--- src/rtl/pe_modarith_pipe.sv ---
// pe_modarith_pipe: NUM-lane modular add/sub/round datapath for the PQC PE.
// Two registered stages with valid/ready on both sides. Stage 1 forms a raw
// WIDTH+1 bit result per lane; stage 2 reduces/formats it into y.
// Optional build macro: PE_RANGE_CHECK_EN adds per-lane operand range flags
// that travel with the beat onto out_err_o; without it out_err_o is tied low.
module pe_modarith_pipe #(
    parameter int NUM   = 4,
    parameter int WIDTH = 24,
    parameter int Q_KEM = 3329,
    parameter int Q_DSA = 8380417,
    parameter int D     = 13
) (
    input  logic                   clk,
    input  logic                   rst,
    input  logic                   in_valid_i,
    output logic                   in_ready_o,
    input  logic [2:0]             op_i,
    input  logic                   q_sel_i,
    input  logic [WIDTH-1:0]       thr_i,
    input  logic [NUM*WIDTH-1:0]   a_i,
    input  logic [NUM*WIDTH-1:0]   b_i,
    output logic                   out_valid_o,
    input  logic                   out_ready_i,
    output logic [NUM*WIDTH-1:0]   y_o,
    output logic [2:0]             out_op_o,
    output logic [NUM-1:0]         out_err_o
);

    localparam int RW = WIDTH + 1;
    localparam logic [RW-1:0] QK_W       = RW'(Q_KEM);
    localparam logic [RW-1:0] QD_W       = RW'(Q_DSA);
    localparam logic [RW-1:0] P2R_ADD_W  = RW'((32'd1 << (D - 1)) - 32'd1);
    localparam logic [RW-1:0] DCP1_ADD_W = RW'(32'd127);

    typedef enum logic [2:0] {
        OP_MADD = 3'd0,
        OP_MSUB = 3'd1,
        OP_P2R  = 3'd2,
        OP_DCP1 = 3'd3,
        OP_CHKN = 3'd4
    } op_e;

    // Stage 1 raw value; MSUB adds Q first so the result stays non-negative.
    function automatic logic [RW-1:0] fn_raw(input logic [2:0] op,
                                             input logic [RW-1:0] q,
                                             input logic [WIDTH-1:0] a,
                                             input logic [WIDTH-1:0] b);
        logic [RW-1:0] r;
        r = {RW{1'b0}};
        case (op)
            OP_MADD: r = {1'b0, a} + {1'b0, b};
            OP_MSUB: r = {1'b0, a} + q - {1'b0, b};
            OP_P2R:  r = {1'b0, a} + P2R_ADD_W;
            OP_DCP1: r = {1'b0, a} + DCP1_ADD_W;
            OP_CHKN: r = {1'b0, a};
            default: r = {RW{1'b0}};
        endcase
        return r;
    endfunction

    // Stage 2 reduction/format; reserved ops produce zero.
    function automatic logic [WIDTH-1:0] fn_fmt(input logic [2:0] op,
                                                input logic [RW-1:0] q,
                                                input logic [WIDTH-1:0] thr,
                                                input logic [RW-1:0] r);
        logic [RW-1:0]    half;
        logic [RW-1:0]    c;
        logic [WIDTH-1:0] res;
        half = (q - {{(RW-1){1'b0}}, 1'b1}) >> 1;
        c    = (r > half) ? (q - r) : r;
        res  = {WIDTH{1'b0}};
        case (op)
            OP_MADD, OP_MSUB: res = (r >= q) ? WIDTH'(r - q) : WIDTH'(r);
            OP_P2R:           res = WIDTH'(r >> D);
            OP_DCP1:          res = WIDTH'(r >> 3'd7);
            OP_CHKN:          res = {{(WIDTH-1){1'b0}}, (c >= {1'b0, thr})};
            default:          res = {WIDTH{1'b0}};
        endcase
        return res;
    endfunction

    logic                      s1_v_q;
    logic [2:0]                s1_op_q;
    logic                      s1_qsel_q;
    logic [WIDTH-1:0]          s1_thr_q;
    logic [NUM-1:0][RW-1:0]    s1_r_q;
    logic [NUM-1:0][RW-1:0]    s1_r_d;
    logic                      out_valid_q;
    logic [NUM*WIDTH-1:0]      y_q;
    logic [NUM*WIDTH-1:0]      y_d;
    logic [2:0]                out_op_q;
    logic                      s1_load_s;
    logic                      s2_load_s;
    logic                      accept_s;
    logic [RW-1:0]             q_in_s;
    logic [RW-1:0]             q_s1_s;

    // A stage loads when empty or when its current content leaves this cycle.
    assign s2_load_s = !out_valid_q | out_ready_i;
    assign s1_load_s = !s1_v_q | s2_load_s;
    assign accept_s  = in_valid_i & s1_load_s;
    assign in_ready_o = s1_load_s;

    assign q_in_s = q_sel_i   ? QD_W : QK_W;
    assign q_s1_s = s1_qsel_q ? QD_W : QK_W;

    // Per-lane raw results for the incoming beat.
    always_comb begin
        s1_r_d = {(NUM*RW){1'b0}};
        for (int i = 0; i < NUM; i++) begin
            s1_r_d[i] = fn_raw(op_i, q_in_s, a_i[i*WIDTH +: WIDTH], b_i[i*WIDTH +: WIDTH]);
        end
    end

    // Per-lane reduced results for the beat held in stage 1.
    always_comb begin
        y_d = {(NUM*WIDTH){1'b0}};
        for (int i = 0; i < NUM; i++) begin
            y_d[i*WIDTH +: WIDTH] = fn_fmt(s1_op_q, q_s1_s, s1_thr_q, s1_r_q[i]);
        end
    end

    // Stage 1 register: captures the beat only on accept.
    always_ff @(posedge clk) begin
        if (rst) begin
            s1_v_q    <= 1'b0;
            s1_op_q   <= 3'd0;
            s1_qsel_q <= 1'b0;
            s1_thr_q  <= {WIDTH{1'b0}};
            s1_r_q    <= {(NUM*RW){1'b0}};
        end else if (s1_load_s) begin
            s1_v_q <= accept_s;
            if (accept_s) begin
                s1_op_q   <= op_i;
                s1_qsel_q <= q_sel_i;
                s1_thr_q  <= thr_i;
                s1_r_q    <= s1_r_d;
            end
        end
    end

    // Stage 2 / output register: y and out_op hold while the consumer stalls.
    always_ff @(posedge clk) begin
        if (rst) begin
            out_valid_q <= 1'b0;
            y_q         <= {(NUM*WIDTH){1'b0}};
            out_op_q    <= 3'd0;
        end else if (s2_load_s) begin
            out_valid_q <= s1_v_q;
            if (s1_v_q) begin
                y_q      <= y_d;
                out_op_q <= s1_op_q;
            end
        end
    end

    assign out_valid_o = out_valid_q;
    assign y_o         = y_q;
    assign out_op_o    = out_op_q;

`ifdef PE_RANGE_CHECK_EN
    logic [NUM-1:0] s1_err_d;
    logic [NUM-1:0] s1_err_q;
    logic [NUM-1:0] out_err_q;

    // Flag lanes whose operands are not reduced modulo the selected Q.
    always_comb begin
        s1_err_d = {NUM{1'b0}};
        for (int i = 0; i < NUM; i++) begin
            if ((op_i == OP_MADD) || (op_i == OP_MSUB)) begin
                s1_err_d[i] = ({1'b0, a_i[i*WIDTH +: WIDTH]} >= q_in_s) |
                              ({1'b0, b_i[i*WIDTH +: WIDTH]} >= q_in_s);
            end else begin
                s1_err_d[i] = ({1'b0, a_i[i*WIDTH +: WIDTH]} >= q_in_s);
            end
        end
    end

    // Range flags follow the beat through both stages.
    always_ff @(posedge clk) begin
        if (rst) begin
            s1_err_q  <= {NUM{1'b0}};
            out_err_q <= {NUM{1'b0}};
        end else begin
            if (s1_load_s && accept_s) begin
                s1_err_q <= s1_err_d;
            end
            if (s2_load_s && s1_v_q) begin
                out_err_q <= s1_err_q;
            end
        end
    end

    assign out_err_o = out_err_q;
`else
    assign out_err_o = {NUM{1'b0}};
`endif

endmodule

--- config.mk ---
export PLATFORM = sky130hd
export DESIGN_NAME = pe_modarith_pipe
export DESIGN_NICKNAME = d
export VERILOG_FILES = /design/src/rtl/pe_modarith_pipe.sv
export SDC_FILE = /design/constraint.sdc
export NUM_CORES = 2
export LEC_CHECK = 0
export CORE_ASPECT_RATIO = 0.7
export CORE_MARGIN = 2
export CORE_UTILIZATION = 25
export DETAILED_ROUTE_END_ITERATION = 8
export PLACE_DENSITY = 0.43
export SYNTH_ARGS = -nofsm -noshare
export SYNTH_HDL_FRONTEND = slang
export SYNTH_SLANG_ARGS = --single-unit
export TNS_END_PERCENT = 5
--- constraint.sdc ---
create_clock -name clk -period 7.3 [get_ports clk]
set_input_delay 0.73 -clock clk [delete_from_list [all_inputs] [get_ports clk]]
set_output_delay 0.73 -clock clk [all_outputs]
set_load 0.01 [all_outputs]
==> flow_summary.json <==
{
  "drt.antenna.violating_nets": 0,
  "wire_length_of_the_first_global_routing_pass_microns": 213400,
  "worst-endpoint-arrival_ps": 6500,
  "final_nets": 5224,
  "layout.area.seq_sq_um": 4586,
  "worst-r2r-setup-slack_ps": 1270,
  "routabilityCongestion": 0.9252,
  "slew_violations": 0,
  "pre_cts_ws_ps": 1347,
  "cellInternalPower_mw": 3.980,
  "comb_power_share_pct": 57.2,
  "synth-edff-count": 0,
  "timing.setup.tns_ps": 0,
  "fmax_ghz": 0.1658,
  "worst_path_setup_slack_after_routing_ps": 1269,
  "drt-total-wl_microns": 146100,
  "root_buffer_selected_by_cts": "sky130_fd_sc_hd__clkbuf_16",
  "die_height_microns": 302.1,
  "port_buffers": 324,
  "setup.worst_path.end_class": "flip-flop",
  "proportion_of_layout_cells_with_a_drive_suffix_above_1_pct": 4.677,
  "viasPerCell": 5.270,
  "via_count": 32550,
  "cts-root-to-sink-buffers": 3,
  "layout_min_cycle_time_ps": 6031,
  "sequentialPowerShare_pct": 20.5,
  "cp.depth": 19,
  "post_syn_area_per_cell_sq_um": 7.400,
  "rsz0062_at_grt": "no",
  "vdd_drop_max_uv": 201.8,
  "initialDrtViolationCount": 2717,
  "yosys.area.top_type_share_pct": 17.81,
  "cp_top_family": "compound AO/OA/AOI/OAI gates",
  "cts_inserted_buffers": 29,
  "cts_tree": "done",
  "worst_skew_pair.late_latency_ps": 630,
  "drtPass1Iterations": 6,
  "antenna_cells_inserted": 0,
  "synth.cell_area_sq_um": 31750,
  "synth_cells": 4290,
  "worst_setup_path_startpoint": "s1_qsel_q",
  "grt_max_degree": 62,
  "flow.area_growth_from_synthesis_pct": 19.32,
  "multiInputGateArea_sq_um": 25080,
  "fillCellCount": 13760,
  "post-layout-total-power_mw": 7.254,
  "slowest_cell_on_crit_path": "sky130_fd_sc_hd__a2111oi_4",
  "cts_resized": 0,
  "core_area_sq_um": 126200,
  "post-synth-top-area-cell": "sky130_fd_sc_hd__ha_1",
  "htree_num_levels": 1,
  "num_io_pins": 329,
  "netSwitchingFraction_pct": 45.13,
  "crit_fanout": 32,
  "switching_power_mw": 3.274,
  "drt-wirelength-per-cell_microns": 23.65,
  "synth-warning-count": 0,
  "hold_end": "y_o[71]",
  "worstHoldPathType": "flip-flop to flip-flop",
  "holdBufCountCts": 0,
  "initial_core_util_pct": 25.16,
  "cp_num_buf_inv": 2,
  "place.detailed.hpwl_microns": 115500,
  "fin_worst_skew_ps": 29.14,
  "report.final.setup_viol": 0,
  "ys_async_sr_fraction_pct": 0,
  "clk_transition_reported_paths_ps": 70,
  "worst_hold_startpoint": "y_o[71]",
  "holdPathStages": 2,
  "finalInstanceArea_sq_um": 37880,
  "reg2regPathDepth": 19,
  "cap_violations": 0,
  "worst_pin_slew_ps": 1164,
  "yosysSeqAreaShare_pct": 14.44,
  "run_status": "completed",
  "hold_violations": 0,
  "clock_power_share_pct": 22.2,
  "worstSetupPathType": "flip-flop to flip-flop",
  "antenna_violations_before_repair": 2,
  "global_route.usage.total_pct": 21.69,
  "worst-endpoint-required_ps": 7770,
  "final_min_period_over_clock_period_pct": 82.61,
  "cts_setup_buffers": 0,
  "worstSetupStartpointType": "flip-flop",
  "pwr_density_cell_nw_per_um2": 191.5,
  "post_detailed_placement_cell_area_sq_um": 36850,
  "ys_ff_latch": 229,
  "grt_remaining_overflow": 0,
  "synth_top_cells_by_area": "sky130_fd_sc_hd__ha_1 (18%), sky130_fd_sc_hd__dfxtp_1 (14%), sky130_fd_sc_hd__a21oi_1 (6.2%)",
  "fp.dieArea_sq_um": 129900,
  "ys.flop_type": "sky130_fd_sc_hd__dfxtp_1",
  "cts_num_sinks": 229,
  "reg2reg_launch_point": "s1_qsel_q",
  "worst_r2r_endpoint": "y_o[72]",
  "drt_drc_violations_left": 0,
  "cp_cell_sequence": "inv_2, ha_1, a211o_1, a221oi_1, nand2b_1, o211ai_1, a21o_1, a2111oi_4, buf_4, mux2_2, ha_1, nand4_1, nor3_1, a2111oi_0, o21ai_0, a21oi_1, o21ai_0, a222oi_1, o221ai_1",
  "synth.distinct_cells": 92,
  "std_cell_rows": 109,
  "via_count_of_the_first_global_routing_pass": 31310,
  "width_of_the_chip_microns": 429.9,
  "power.static_leakage_nw": 16.16,
  "timing.critical_path.slowest_cell_delay_ps": 960,
  "worst_rel_slew_slack_pct": 20.39
}
-- worst register-to-register path: stages (launching register included) --
cell and delay (ps):
sky130_fd_sc_hd__dfxtp_2 320, sky130_fd_sc_hd__inv_2 610, sky130_fd_sc_hd__ha_1 490, sky130_fd_sc_hd__a211o_1 300
sky130_fd_sc_hd__a221oi_1 300, sky130_fd_sc_hd__nand2b_1 150, sky130_fd_sc_hd__o211ai_1 80, sky130_fd_sc_hd__a21o_1 230
sky130_fd_sc_hd__a2111oi_4 960, sky130_fd_sc_hd__buf_4 310, sky130_fd_sc_hd__mux2_2 350, sky130_fd_sc_hd__ha_1 290
sky130_fd_sc_hd__nand4_1 130, sky130_fd_sc_hd__nor3_1 70, sky130_fd_sc_hd__a2111oi_0 330, sky130_fd_sc_hd__o21ai_0 120
sky130_fd_sc_hd__a21oi_1 180, sky130_fd_sc_hd__o21ai_0 110, sky130_fd_sc_hd__a222oi_1 340, sky130_fd_sc_hd__o221ai_1 170
-- layer usage --
metal / share of wire [%] / global-route usage (%)
met1: 47 / 30.14
met5: 0 / 0
met4: 2.4 / 4.670
met2: 46 / 36.31
met3: 4.9 / 2.090
-- how the worst max path moves through the flow --
stage,to,slack (ps)
floorplan,y_o[72],760
global placement,y_o[72],1470
detailed placement,y_o[72],1350
CTS,y_o[72],1310
global route,y_o[72],720
finish,y_o[72],1270
-- sequential cells by signal (all words and copies together) (netlist names) --
register     cells
s1_r_q         100
y_o             96
s1_thr_q        24
out_op_o         3
s1_op_q          3
out_valid_o      1
s1_qsel_q        1
s1_v_q           1
-- logic make-up (layout without fill, tap and decap cells) --
family | after synthesis | after routing | share of synthesized area (%)
AOI/OAI and AO/OA | 1459 | 1459 | 30.16
xor gates and xnor gates | 298 | 298 | 8.222
adders and majority gates | 512 | 512 | 21.60
buffers and inverters | 583 | 801 | 7.027
DFF | 229 | 229 | 14.44
muxes | 29 | 29 | 0.9577
other | 1 | 4 | 0.01181
and+or+nand+nor | 1179 | 1179 | 17.58
-- power groups by stage --
| stage | clock network (mW) | registers, mW | logic, mW |
|---|---|---|---|
| 6_report | 1.61 | 1.49 | 4.15 |
| 5_1_grt | 1.70 | 1.50 | 4.59 |
| 4_1_cts | 1.66 | 1.49 | 4.12 |
| 3_5_place_dp | 0 | 1.52 | 4.09 |
| 3_3_place_gp | 0 | 1.52 | 4.11 |
| 2_1_floorplan | 0 | 1.45 | 2.82 |
-- metrics by stage --
stage / std cells / hold WS, ps / utilization [%]
global placement: 6122 / 440.6 / 29.21
global route: 6176 / 478.4 / 30.03
floorplan: 4293 / 436.3 / -
CTS: 6176 / 455.3 / 30.03
finish: 6176 / 449.4 / 30.03
detailed placement: 6122 / 445.4 / 29.21
-- layout make-up --
cell class | instances | share of cell area (%)
multi-input combinational | 3481 | 66.20
clock buffer | 40 | 2.236
clock inverter | 14 | 0.4823
sequential | 229 | 12.11
inverter | 352 | 3.488
tap | 1665 | 5.500
timing repair buffer | 395 | 9.982
-- layout by cell type, fill, tap and decap left out, types with 18 or more instances in the layout --
| cell | n |
|---|---|
| sky130_fd_sc_hd__and3_1 | 23 |
| sky130_fd_sc_hd__a221oi_1 | 21 |
| sky130_fd_sc_hd__o21a_1 | 43 |
| sky130_fd_sc_hd__or3_1 | 25 |
| sky130_fd_sc_hd__o21ai_0 | 289 |
| sky130_fd_sc_hd__nor4_1 | 18 |
| sky130_fd_sc_hd__ha_1 | 452 |
| sky130_fd_sc_hd__nor2_1 | 378 |
| sky130_fd_sc_hd__o22ai_1 | 42 |
| sky130_fd_sc_hd__clkdlybuf4s50_1 | 322 |
| sky130_fd_sc_hd__and2_1 | 53 |
| sky130_fd_sc_hd__o211ai_1 | 19 |
| sky130_fd_sc_hd__clkbuf_16 | 29 |
| sky130_fd_sc_hd__dfxtp_1 | 228 |
| sky130_fd_sc_hd__o21bai_1 | 28 |
| sky130_fd_sc_hd__a31oi_1 | 40 |
| sky130_fd_sc_hd__buf_4 | 71 |
| sky130_fd_sc_hd__a22oi_1 | 128 |
| sky130_fd_sc_hd__nand4_1 | 31 |
| sky130_fd_sc_hd__nor2b_1 | 39 |
| sky130_fd_sc_hd__xor2_1 | 117 |
| sky130_fd_sc_hd__a21oi_1 | 390 |
| sky130_fd_sc_hd__a211o_1 | 25 |
| sky130_fd_sc_hd__fa_1 | 60 |
| sky130_fd_sc_hd__a211oi_1 | 46 |
| sky130_fd_sc_hd__nor3_1 | 80 |
| sky130_fd_sc_hd__xnor2_1 | 181 |
| sky130_fd_sc_hd__a21o_1 | 145 |
| sky130_fd_sc_hd__o31ai_1 | 18 |
| sky130_fd_sc_hd__a222oi_1 | 38 |
| sky130_fd_sc_hd__inv_1 | 349 |
| sky130_fd_sc_hd__nand3_1 | 52 |
| sky130_fd_sc_hd__mux2i_1 | 18 |
| sky130_fd_sc_hd__nand2b_1 | 54 |
| sky130_fd_sc_hd__nand2_1 | 327 |
-- cell usage after synthesis (all sizes together) (19+ instances only) --
| library cell | number |
|---|---|
| and2 | 53 |
| xor2 | 117 |
| a211oi | 48 |
| nand2 | 332 |
| o211ai | 19 |
| a2111oi | 20 |
| nand3 | 52 |
| buf | 36 |
| and3 | 24 |
| nor2 | 387 |
| clkbuf | 195 |
| a31oi | 40 |
| fa | 60 |
| inv | 352 |
| o21bai | 29 |
| o21ai | 303 |
| a21o | 145 |
| ha | 452 |
| o21a | 43 |
| a22oi | 128 |
| nor2b | 41 |
| o31ai | 19 |
| nor3 | 83 |
| a211o | 25 |
| o22ai | 42 |
| a221oi | 22 |
| or3 | 25 |
| a222oi | 38 |
| nand2b | 56 |
| xnor2 | 181 |
| nand4 | 31 |
| a21oi | 392 |
| dfxtp | 229 |
Power figures use the tool's default switching activity.
